--- config.mk ---
export PLATFORM = sky130hd
export DESIGN_NAME = load_store_unit
export DESIGN_NICKNAME = d
export VERILOG_FILES = /design/src/rtl/load_store_unit.sv
export SDC_FILE = /design/constraint.sdc
export NUM_CORES = 1
export LEC_CHECK = 0
export ABC_AREA = 0
export CORE_MARGIN = 1
export CORE_UTILIZATION = 28
export CTS_CLUSTER_SIZE = 40
export DETAILED_ROUTE_END_ITERATION = 8
export GPL_ROUTABILITY_DRIVEN = 0
export MAX_ROUTING_LAYER = met4
export PLACE_DENSITY_LB_ADDON = 0.25
export SLEW_MARGIN = 10
export SYNTH_ARGS = -nofsm -noshare
export SYNTH_HDL_FRONTEND = slang
export SYNTH_SLANG_ARGS = --single-unit
--- constraint.sdc ---
create_clock -name clk_i -period 2.1 [get_ports clk_i]
set_clock_uncertainty 0.05 [all_clocks]
set_input_delay 0.42 -clock clk_i [delete_from_list [all_inputs] [get_ports clk_i]]
set_output_delay 0.42 -clock clk_i [all_outputs]
set_load 0.05 [all_outputs]
--- src/rtl/load_store_unit.sv ---
// ---------------------------------------------------------------------------
// load_store_unit
//
// Multi-cycle RV32I load/store unit. It sits between the CPU datapath and a
// variable-latency data memory port. LB/LH/LW/LBU/LHU/SB/SH/SW requests
// become word-aligned memory transactions with byte strobes. Load data is
// returned sign- or zero-extended through a one-cycle response pulse.
// Misaligned and illegal accesses are answered directly, without a memory
// transaction.
//
// Optional feature (compile-time macro LSU_TIMEOUT_EN):
//   When defined, a WAIT-state watchdog aborts the access after TIMEOUT
//   cycles without mem_ack_i and reports fault 11. When undefined, WAIT
//   lasts until mem_ack_i arrives and fault 11 is never produced.
//
// Parameters:
//   ADDR_W   byte address width
//   TIMEOUT  WAIT cycles without ack before abort (LSU_TIMEOUT_EN only)
//
// Ports:
//   clk_i         system clock, rising edge
//   rst_ni        asynchronous active-low reset
//   req_valid_i   CPU presents an access
//   req_ready_o   LSU can accept (IDLE only)
//   req_write_i   1 = store, 0 = load
//   req_funct3_i  RV32I funct3
//   req_addr_i    byte address
//   req_wdata_i   store data (rs2)
//   mem_req_o     registered memory request, held until mem_ack_i
//   mem_we_o      memory write enable
//   mem_addr_o    word address (byte address with [1:0] cleared)
//   mem_wdata_o   lane-replicated store data
//   mem_wstrb_o   byte-lane strobes, 0 for loads
//   mem_ack_i     memory completion, mem_rdata_i valid in the same cycle
//   mem_rdata_i   memory read word
//   resp_valid_o  one-cycle response pulse
//   resp_rdata_o  extended load data, 0 for stores and faults
//   resp_fault_o  00 ok, 01 misaligned, 10 illegal funct3, 11 timeout
//   busy_o        high in any state other than IDLE
// ---------------------------------------------------------------------------
module load_store_unit #(
    parameter int ADDR_W  = 32,
    parameter int TIMEOUT = 255
) (
    input  logic              clk_i,
    input  logic              rst_ni,
    input  logic              req_valid_i,
    output logic              req_ready_o,
    input  logic              req_write_i,
    input  logic [2:0]        req_funct3_i,
    input  logic [ADDR_W-1:0] req_addr_i,
    input  logic [31:0]       req_wdata_i,
    output logic              mem_req_o,
    output logic              mem_we_o,
    output logic [ADDR_W-1:0] mem_addr_o,
    output logic [31:0]       mem_wdata_o,
    output logic [3:0]        mem_wstrb_o,
    input  logic              mem_ack_i,
    input  logic [31:0]       mem_rdata_i,
    output logic              resp_valid_o,
    output logic [31:0]       resp_rdata_o,
    output logic [1:0]        resp_fault_o,
    output logic              busy_o
);

    typedef enum logic [1:0] {
        IDLE = 2'd0,
        WAIT = 2'd1,
        DONE = 2'd2
    } state_t;

    localparam logic [1:0] FAULT_OK       = 2'b00;
    localparam logic [1:0] FAULT_MISALIGN = 2'b01;
    localparam logic [1:0] FAULT_ILLEGAL  = 2'b10;

`ifdef LSU_TIMEOUT_EN
    localparam logic [1:0] FAULT_TIMEOUT = 2'b11;
    // At least 8 bits, wider only if TIMEOUT needs it.
    localparam int CNT_W = ($clog2(TIMEOUT + 1) > 8) ? $clog2(TIMEOUT + 1) : 8;
    logic [CNT_W-1:0] cnt_q;
`endif

    state_t            state_q;
    logic [2:0]        funct3_q;
    logic [1:0]        addrLo_q;
    logic              memReq_q;
    logic              memWe_q;
    logic [ADDR_W-1:0] memAddr_q;
    logic [31:0]       memWdata_q;
    logic [3:0]        memWstrb_q;
    logic              respValid_q;
    logic [31:0]       respRdata_q;
    logic [1:0]        respFault_q;

    logic              reqIllegal;
    logic              reqMisaligned;
    logic [31:0]       storeData;
    logic [3:0]        storeStrb;
    logic [31:0]       loadShifted;
    logic [31:0]       loadData;

    // Request decode, evaluated on the live request while IDLE.
    // funct3[1:0] encodes the access size (0 byte, 1 half, 2 word) for both
    // loads and stores, so lane placement and alignment only look at those
    // bits; legality is checked separately over the full funct3.
    always_comb begin
        reqIllegal    = 1'b0;
        reqMisaligned = 1'b0;
        storeData     = req_wdata_i;
        storeStrb     = 4'b1111;

        if (req_write_i) begin
            reqIllegal = (req_funct3_i > 3'd2);
        end else begin
            reqIllegal = !(req_funct3_i inside {3'd0, 3'd1, 3'd2, 3'd4, 3'd5});
        end

        case (req_funct3_i[1:0])
            2'd1:    reqMisaligned = req_addr_i[0];
            2'd2:    reqMisaligned = (req_addr_i[1:0] != 2'b00);
            default: reqMisaligned = 1'b0;
        endcase

        case (req_funct3_i[1:0])
            2'd0: begin
                storeData = {4{req_wdata_i[7:0]}};
                storeStrb = 4'b0001 << req_addr_i[1:0];
            end
            2'd1: begin
                storeData = {2{req_wdata_i[15:0]}};
                storeStrb = req_addr_i[1] ? 4'b1100 : 4'b0011;
            end
            default: begin
                storeData = req_wdata_i;
                storeStrb = 4'b1111;
            end
        endcase
    end

    // Load extraction from the word on the memory bus. The latched address
    // offset moves the addressed byte/half down to bit 0; a legal half is
    // always half-aligned, so the same byte shift serves both sizes.
    always_comb begin
        loadShifted = mem_rdata_i >> {addrLo_q, 3'b000};
        case (funct3_q)
            3'd0:    loadData = {{24{loadShifted[7]}}, loadShifted[7:0]};
            3'd1:    loadData = {{16{loadShifted[15]}}, loadShifted[15:0]};
            3'd4:    loadData = {24'd0, loadShifted[7:0]};
            3'd5:    loadData = {16'd0, loadShifted[15:0]};
            default: loadData = mem_rdata_i;
        endcase
    end

    // Control FSM with registered outputs. The response registers are
    // cleared every cycle by default, so resp_valid is a single-cycle pulse
    // and resp_rdata/resp_fault read as zero outside it. The memory-side
    // fields are loaded once on accept and then left untouched, which keeps
    // them stable for the whole WAIT period.
    always_ff @(posedge clk_i or negedge rst_ni) begin
        if (!rst_ni) begin
            state_q     <= IDLE;
            funct3_q    <= 3'd0;
            addrLo_q    <= 2'd0;
            memReq_q    <= 1'b0;
            memWe_q     <= 1'b0;
            memAddr_q   <= '0;
            memWdata_q  <= 32'd0;
            memWstrb_q  <= 4'd0;
            respValid_q <= 1'b0;
            respRdata_q <= 32'd0;
            respFault_q <= FAULT_OK;
`ifdef LSU_TIMEOUT_EN
            cnt_q       <= '0;
`endif
        end else begin
            respValid_q <= 1'b0;
            respRdata_q <= 32'd0;
            respFault_q <= FAULT_OK;

            case (state_q)
                IDLE: begin
                    if (req_valid_i) begin
                        funct3_q <= req_funct3_i;
                        addrLo_q <= req_addr_i[1:0];
                        if (reqIllegal) begin
                            state_q     <= DONE;
                            respValid_q <= 1'b1;
                            respFault_q <= FAULT_ILLEGAL;
                        end else if (reqMisaligned) begin
                            state_q     <= DONE;
                            respValid_q <= 1'b1;
                            respFault_q <= FAULT_MISALIGN;
                        end else begin
                            state_q    <= WAIT;
                            memReq_q   <= 1'b1;
                            memWe_q    <= req_write_i;
                            memAddr_q  <= {req_addr_i[ADDR_W-1:2], 2'b00};
                            memWdata_q <= req_write_i ? storeData : 32'd0;
                            memWstrb_q <= req_write_i ? storeStrb : 4'd0;
`ifdef LSU_TIMEOUT_EN
                            cnt_q      <= '0;
`endif
                        end
                    end
                end

                WAIT: begin
                    // An ack in the cycle that would otherwise time out still
                    // completes normally, so it is tested first.
                    if (mem_ack_i) begin
                        state_q     <= DONE;
                        memReq_q    <= 1'b0;
                        respValid_q <= 1'b1;
                        respRdata_q <= memWe_q ? 32'd0 : loadData;
                        respFault_q <= FAULT_OK;
`ifdef LSU_TIMEOUT_EN
                    end else if (cnt_q == CNT_W'(TIMEOUT - 1)) begin
                        state_q     <= DONE;
                        memReq_q    <= 1'b0;
                        respValid_q <= 1'b1;
                        respFault_q <= FAULT_TIMEOUT;
                    end else begin
                        cnt_q <= cnt_q + CNT_W'(1);
`endif
                    end
                end

                DONE: begin
                    state_q <= IDLE;
                end

                default: begin
                    state_q  <= IDLE;
                    memReq_q <= 1'b0;
                end
            endcase
        end
    end

    assign req_ready_o  = (state_q == IDLE);
    assign busy_o       = (state_q != IDLE);
    assign mem_req_o    = memReq_q;
    assign mem_we_o     = memWe_q;
    assign mem_addr_o   = memAddr_q;
    assign mem_wdata_o  = memWdata_q;
    assign mem_wstrb_o  = memWstrb_q;
    assign resp_valid_o = respValid_q;
    assign resp_rdata_o = respRdata_q;
    assign resp_fault_o = respFault_q;

endmodule

# Word-level counts from Yosys, hierarchy flattened
# Cells that the tools add are included.
# totals
regBits	110
input_bits	104
out_inout_bits	107
elab_cells	74
# op_classes
magnitude_cmp	1
n_eq_ne	15
shift	2
n_mux	30
bitwise	3
reduce_logical	12
# ops
operator	n
32-bit 2-to-1 mux	4
32-bit case mux with 4 select lines	1
32-bit case mux with 2 select lines	1
32-bit by 5-bit >> shifter with 16-bit output	1
2-bit 2-to-1 mux	7
3-bit equality test (second input constant)	4
1-bit 2-to-1 mux	10
4-bit 2-to-1 mux	2
2-bit inequality test (second input constant)	4
4-bit case mux with 2 select lines	1
3-bit by 1-bit equality test with 1-bit output (second input constant)	2
3-bit logical NOT	2
5-bit AND reduction	1
5-bit nonzero test	1
2-bit by 1-bit equality test with 1-bit output (second input constant)	2
2-bit equality test (second input constant)	2
2-bit logical NOT	2
1-bit case mux with 2 select lines	2
2-bit case mux with 2 select lines	1
2-bit AND reduction	2
4-bit AND reduction	1
2-bit nonzero test	2
1-bit by 2-bit left shift with 4-bit output (first input constant)	1
3-bit by 2-bit equality test with 1-bit output (second input constant)	1
other kinds (4)	6

# Logic depth before layout (Yosys ltp)
# Gate-level depths: netlist of run 1.
# depth
ltp_word	7
depth_mapped	9
mapped_depth_nobuf	6

# Least setup slack after synthesis of run 1
# OpenSTA, ideal clock, no wires.
# synth_timing
kind	reg-to-reg
start	register state_q[0]
end	register memAddr_q[10], in the netlist mem_addr_o[10]
setup_time_ps	128
arrival_time_ps	2240
required_ps	1922
setup_slack_ps	-318
stages_incl_launch_ff	7
path_buffers	1
synth_period_minus_slack_ps	2418
path_cell_list	dfrtp_1 -> or2_1 -> clkinv_1 -> nand2_1 -> nor3_2 -> buf_2 -> mux2_1
# synth_between
elab_chain_cells	2
# synth_lines
item	line_no	rtl
start: declaration	83	state_t state_q;
start signal: assignment	161	state_q <= IDLE;
start signal: assignment	186	state_q <= DONE;
start signal: assignment	190	state_q <= DONE;
2-bit logical NOT	-	
net req_ready_o	48	output logic req_ready_o,
4-bit AND reduction (no line)	-	
end signal: assignment	197	memAddr_q <= {req_addr_i[ADDR_W-1:2], 2'b00};
end: declaration	88	logic [ADDR_W-1:0] memAddr_q;
# The timed path passes the listed nets, and every way through them passes these cells.
# A chain may end at the register's enable or synchronous reset.

# Worst setup path in the final report of run 1
# layout_timing
start	register memWdata_q[0], in the netlist mem_wdata_o[0]
end	output port mem_wdata_o[0]
# layout_rtl
item	line_no	rtl
start: declaration	89	logic [31:0] memWdata_q;
start signal: assignment	198	memWdata_q <= req_write_i ? storeData : 32'd0;
end: declaration	56	output logic [31:0] mem_wdata_o,
# No word-level cell between the ends.

==> results of run 1 <==
## power by group
part | switching, mW | total [mW] | internal, mW
Sequential | 0.408 | 3.14 | 2.73
Clock | 0.769 | 1.60 | 0.829
Combinational | 3.25 | 5.18 | 1.93
## logic make-up (layout without fill, tap and decap cells)
group / Yosys count / in the layout / synth area share [%]
flops: 110 / 110 / 55.3
buf+inv: 47 / 288 / 4.10
mux: 64 / 64 / 14.0
fa+ha+maj: 4 / 4 / 1.01
other cells: 1 / 2 / 0.0753
compound gates: 130 / 130 / 17.0
simple gates: 94 / 94 / 8.52
## cells in the mapped netlist (4+ instances only)
cell type,count,area share (%)
nand2_1,60,4.5
inv_1,15,1.1
mux2i_1,21,4.2
nand3_1,6,0.60
clkbuf_1,19,1.4
o21a_1,16,2.4
nand2b_1,4,0.50
o21ai_0,41,4.1
buf_2,7,0.70
a21oi_1,26,2.6
o2bb2ai_1,7,1.2
a22oi_1,15,2.3
a22o_1,16,2.8
ha_1,4,1.0
mux2_1,41,9.3
nor2_1,11,0.83
dfrtp_1,110,55
## placed cells by master (no fill, tap or decap), types with 11 or more instances in the layout
cell,instances
o21ai_0,41
nand2_1,58
nor2_1,11
dfrtp_1,110
buf_4,39
a22o_1,16
inv_1,13
mux2i_1,20
clkdlybuf4s50_1,196
o21a_1,16
a21oi_1,26
mux2_1,31
a22oi_1,15
## routing by layer
metal | GRT usage (%) | wire, um | vias to the layer above
met5 | - | 0 | -
met4 | 5.49 | 184 | 0
met3 | 3.48 | 1160 | 13
met2 | 29.8 | 7560 | 200
met1 | 23.6 | 7210 | 2154
li1 | - | - | 2042
## layout make-up
type / count / area [sq um]
fillers: 1618 / 9250
flip-flops and latches: 110 / 2750
repair buffers: 258 / 2630
multi-input cells: 294 / 2120
well taps: 225 / 282
clock buffers: 11 / 243
inverters: 16 / 68.8
clock inverters: 3 / 21.3
## worst min path at each step
stage,cells past startpoint,end,slack (ps)
floorplan,0,addrLo_q[0],70
global placement,1,mem_addr_o[10],330
detailed placement,1,mem_addr_o[10],330
CTS,2,mem_req_o,440
global route,2,mem_req_o,460
finish,2,mem_req_o,440
## timing repair
action | CTS | global route
setup buffers | 9 | 1
hold buffers | 1 | 0
cloned | 4 | 1
endpoints found under the setup margin | 70 | 61
pin swaps | 3 | 4
endpoints found under the hold margin | 27 | 0
gates resized for setup | 22 | 17
## stage by stage
| step | hold slack (ps) | std cells | total power, mW | TNS, ps | instance area, sq um |
|---|---|---|---|---|---|
| 6_report | 437 | 917 | 9.92 | 0 | 8110 |
| 5_1_grt | 457 | 917 | 10.4 | 0 | 8110 |
| 4_1_cts | 442 | 916 | 9.93 | -347 | 8060 |
| 3_5_place_dp | 332 | 888 | 8.17 | -43760 | 7550 |
| 3_3_place_gp | 328 | 888 | 8.10 | -39870 | 7550 |
| 2_1_floorplan | 74.4 | 451 | 6.25 | 0 | 5020 |
## registers in the layout, indices dropped and copies added, names as in the netlist
| signal | flops |
|---|---|
| addrLo_q | 2 |
| mem_wdata_o | 32 |
| resp_fault_o | 2 |
| funct3_q | 3 |
| mem_req_o | 1 |
| mem_addr_o | 30 |
| state_q | 2 |
| mem_wstrb_o | 4 |
| resp_valid_o | 1 |
| mem_we_o | 1 |
| resp_rdata_o | 32 |
==> impl_metrics.tcl, run 1 <==
set metrics [dict create \
    drt_iter0_markers 179 \
    hold_violations 0 \
    r2r_start "state_q[1]" \
    critical_path.startpoint "mem_wdata_o[0]" \
    final-setup-viol-count 0 \
    antenna_cells 0 \
    final_antenna_net_count 0 \
    first_pass_grt_wire_length_mm 25.0 \
    globalRouteTotalUtil_pct 18.5 \
    outcome "finished, final reports clean" \
    io_pins 211 \
    detail_route.first_pass.iterations 5 \
    setup_repair_after_global_routing_missed_its_margin "false" \
    max_cap_violations 0 \
    maximum_number_of_pins_on_one_net_before_global_route_repair 48 \
    die_area_sq_um 18300 \
    cp-start-kind "flip-flop" \
    cts_buffer_depth 2 \
    drt_drc_violations_left 0 \
    detailedPlace.worstSlack_ps -664 \
    number_of_buffers_and_inverters_on_the_critical_path 1 \
    floorplan.initialDensity_pct 28.7 \
    synth_sequential_area_ratio_pct 55.3 \
    layout-drive-gt1-share_pct 14.5 \
    post_synth_instance_area_sq_um 4980 \
    r2r-end "mem_wdata_o[22]" \
    wl_mm 16.1 \
    holdCritStartpoint "mem_req_o" \
    port_buffers 208 \
    ff2ff_setup_slack_ps 120 \
    synth_enable_flop_cells 0 \
    postLayoutCoreUtil_pct 46.7 \
    total_half_perimeter_wirelength_after_legalization_and_detailed_placement_mm 11.5 \
    worstSetupPathDepth 1 \
    synthArstFlopShare_pct 100 \
    grt_pass1_vias 4623 \
    detailroute.via_count 4409 \
    grt_antenna_before_repair 0 \
    area.growth.synth_to_final_pct 63.0 \
    nets_final 797 \
    pwr_density_cell_nw_per_um2 1220 \
    overflow 0 \
    numCtsBuffers 9 \
    die_height_um 135 \
    insertion_delay_ps 340 \
    clock.fmax_ghz 0.495 \
    layout_setup_ws_ps 78.9 \
    width_of_the_die_um 135 \
    critical_path_arrival_ps 1550 \
    synth_warnings 0 \
    syn-mean-instance-area_sq_um 11.1 \
    netlist_instances 450 \
    static_power_due_to_leakage_nw 3.49 \
    avgViaCountPerCell 4.81 \
    cts_sinks 110 \
    fp.coreArea_sq_um 17400 \
    vdd_ir_drop_max_mv 0.877 \
    critical_path_capture_point "mem_wdata_o[0]" \
    crit_type "flip-flop to output port" \
    final.period_utilization_pct 96.2 \
    clock_tree.htree_level_count 3 \
    tritoncts "built" \
    timing_max_transition_violations_final 0 \
    wl_per_cell_um 17.6 \
    primary_ff_master_synth "dfrtp_1" \
    clk_transition_reported_paths_ps 70 \
    clock_period_minus_worst_slack_ps 2020 \
    floorplan.rows 48 \
    end_kind "output port" \
    postSynthRegisterBits 110 \
    crit_path_cell_trace "clkdlybuf4s50_1" \
    cts_root_buffer "clkbuf_16" \
    cpPeakStageDelay_ps 820 \
    crit_slowest_cell "clkdlybuf4s50_1" \
    worstPathRequired_ps 1630 \
    critical_path.max_fanout 2 \
    synth_cell_type_count 41 \
    maxSlewHeadroom_pct 63.0 \
    worst_max_slew_pin_slew_ps 553 \
    timing.hold.worst.class "flip-flop to flip-flop" \
    logic_depth_of_the_worst_register_to_register_path 8 \
    critPathTopFamily "buffers and inverters" \
]
(Power assumes the default switching activity.)
==> run 2, diff against run 1 <==
--- a/constraint.sdc
+++ b/constraint.sdc
@@ -3,3 +3,3 @@
 set_input_delay 0.42 -clock clk_i [delete_from_list [all_inputs] [get_ports clk_i]]
 set_output_delay 0.42 -clock clk_i [all_outputs]
-set_load 0.05 [all_outputs]
+set_load 0.005 [all_outputs]
==> impl_metrics.tcl, run 2 (synthesis results as in run 1) <==
set metrics [dict create \
    outcome "finished, final reports clean" \
    final_antenna_net_count 0 \
    power.total_mw 8.05 \
    critical_path_arrival_ps 2240 \
    timing_max_transition_violations_final 0 \
    final.period_utilization_pct 97.4 \
    detailroute.via_count 4394 \
    port_buffers 208 \
    drt_iter0_markers 181 \
    pwr_density_cell_nw_per_um2 990 \
    cp-start-kind "primary input" \
    final-setup-viol-count 0 \
    met3_length_mm 1.24 \
    max_cap_violations 0 \
    vdd_ir_drop_max_mv 0.427 \
    number_of_buffers_and_inverters_on_the_critical_path 4 \
    placed_area_sq_um 7610 \
    layout-drive-gt1-share_pct 13.4 \
    seqCellArea_sq_um 2750 \
    die_area_sq_um 18300 \
    cpPeakStageDelay_ps 370 \
    crit_path_cell_trace "dlygate4sd2_1 -> inv_2 -> ha_4 -> nor3b_2 -> o32a_4 -> buf_4 -> or3_4 -> buf_12 -> a22o_1" \
    mostFrequentLayoutCells "clkdlybuf4s50_1 (204), dfrtp_1 (110), nand2_1 (58)" \
    final_cell_count_no_fill 921 \
    cts_root_buffer "clkbuf_16" \
    end_kind "flip-flop" \
    nets_final 799 \
    mostFrequentLayoutCell "clkdlybuf4s50_1" \
    cts_buffer_depth 2 \
    fp.coreArea_sq_um 17400 \
    met1_length_mm 6.93 \
    timing.hold.worst.class "flip-flop to flip-flop" \
    overflow 0 \
    cts_sinks 110 \
    clock.fmax_ghz 0.489 \
    worst_max_slew_pin_slew_ps 525 \
    antenna_cells 0 \
    grt_pass1_vias 4475 \
    static_power_due_to_leakage_nw 3.49 \
    nFillCells 1556 \
    first_pass_grt_wire_length_mm 23.7 \
    grt_antenna_before_repair 0 \
    crit_slowest_cell "o32a_4" \
    design_area_sq_um 8130 \
    critical_path.max_fanout 19 \
    tritoncts "built" \
    clock_period_minus_worst_slack_ps 2050 \
    multi_input_area_sq_um 2100 \
    total_half_perimeter_wirelength_after_legalization_and_detailed_placement_mm 11.5 \
    io_pins 211 \
    width_of_the_die_um 135 \
    die_height_um 135 \
    setup_repair_after_global_routing_missed_its_margin "false" \
    dr_wl_met2_mm 7.37 \
    maximum_number_of_pins_on_one_net_before_global_route_repair 39 \
    clock_tree.htree_level_count 3 \
    crit_type "primary input to flip-flop" \
    wl_per_cell_um 17.1 \
    globalRouteTotalUtil_pct 17.7 \
    worstPathRequired_ps 2290 \
    clk_transition_reported_paths_ps 70 \
    detail_route.first_pass.iterations 4 \
    floorplan.rows 48 \
    wl_mm 15.7 \
    insertion_delay_ps 350 \
    hold_violations 0 \
    floorplan.initialDensity_pct 28.7 \
    maxSlewHeadroom_pct 65.0 \
    dr.max_layer_used "met4" \
    numCtsBuffers 9 \
    avgViaCountPerCell 4.77 \
    drt_drc_violations_left 0 \
    area.growth.synth_to_final_pct 63.4 \
    critPathTopFamily "buffers and inverters" \
    placed_cells_incl_taps 894 \
]
run 2: changes by cell type in the layout (fill, tap and decap cells not counted), sizes merged:
cell           delta
bufinv            +2
inv               +2
dlygate4sd2       -1
clkbuf            -3
buf               -3
clkinvlp          -1
clkdlybuf4s50     +8
run 2: what timing repair did:
item	CTS	global route
cloned	3	0
buffers inserted	6	2
resized for setup	14	15
endpoints found under the hold margin	5	0
setup endpoints to repair	69	35
pin swaps	2	5
hold buffers	1	0
run 2: path summary, 6_finish.rpt:
path	to	start	slack [ps]	depth (start not counted)
min in group asynchronous	mem_addr_o[16]	rst_ni	530	2
worst max-delay path	mem_wdata_o[9]	req_funct3_i[0]	50	9
worst min-delay path	mem_req_o	mem_req_o	430	2
worst min register to register	mem_req_o	mem_req_o	430	2
max in group asynchronous	resp_rdata_o[5]	rst_ni	820	3
worst max register to register	mem_wdata_o[22]	state_q[1]	190	7
run 2: worst register-to-register path: cells and delay by family, from the launching register on:
kind                   cells  cell delay, ps
buffers and inverters      3             390
DFF                        1             380
muxes                      1             340
and+or+nand+nor            3             630
run 2: layout make-up:
type | instances | share of cell area [%]
multi-input cells | 294 | 25.9
repair buffers | 260 | 32.1
clock buffers | 10 | 2.82
inverters | 16 | 0.785
clock inverters | 6 | 1.12
flip-flops and latches | 110 | 33.9
well taps | 225 | 3.46
run 2: per-stage QoR:
stage / hold slack, ps / setup slack, ps / util, % / TNS [ps]
finish: 433 / 54.5 / 46.8 / 0
CTS: 440 / -24.9 / 46.7 / -91.6
global route: 457 / 4.99 / 46.8 / 0
global placement: 379 / -571 / 43.8 / -38040
floorplan: 74.4 / 3.10 / - / 0
detailed placement: 382 / -615 / 43.8 / -40350
run 2: routing by layer:
| metal | vias to the layer above | GRT usage (%) |
|---|---|---|
| met5 | - | - |
| met4 | 0 | 5.74 |
| met3 | 11 | 3.63 |
| met2 | 199 | 28.7 |
| met1 | 2119 | 22.1 |
| li1 | 2065 | - |
run 2: report_power, final:
part | internal [mW] | switching, mW | total (mW)
Sequential | 2.73 | 0.417 | 3.15
Combinational | 1.92 | 1.13 | 3.04
Clock | 1.06 | 0.800 | 1.86
Total | 5.71 | 2.35 | 8.05
==> run 3, diff against run 2 <==
- CORE_MARGIN: 1 -> not set
==> results of run 3 <==
Final layout, timing and power as in run 2 (identical DEF).
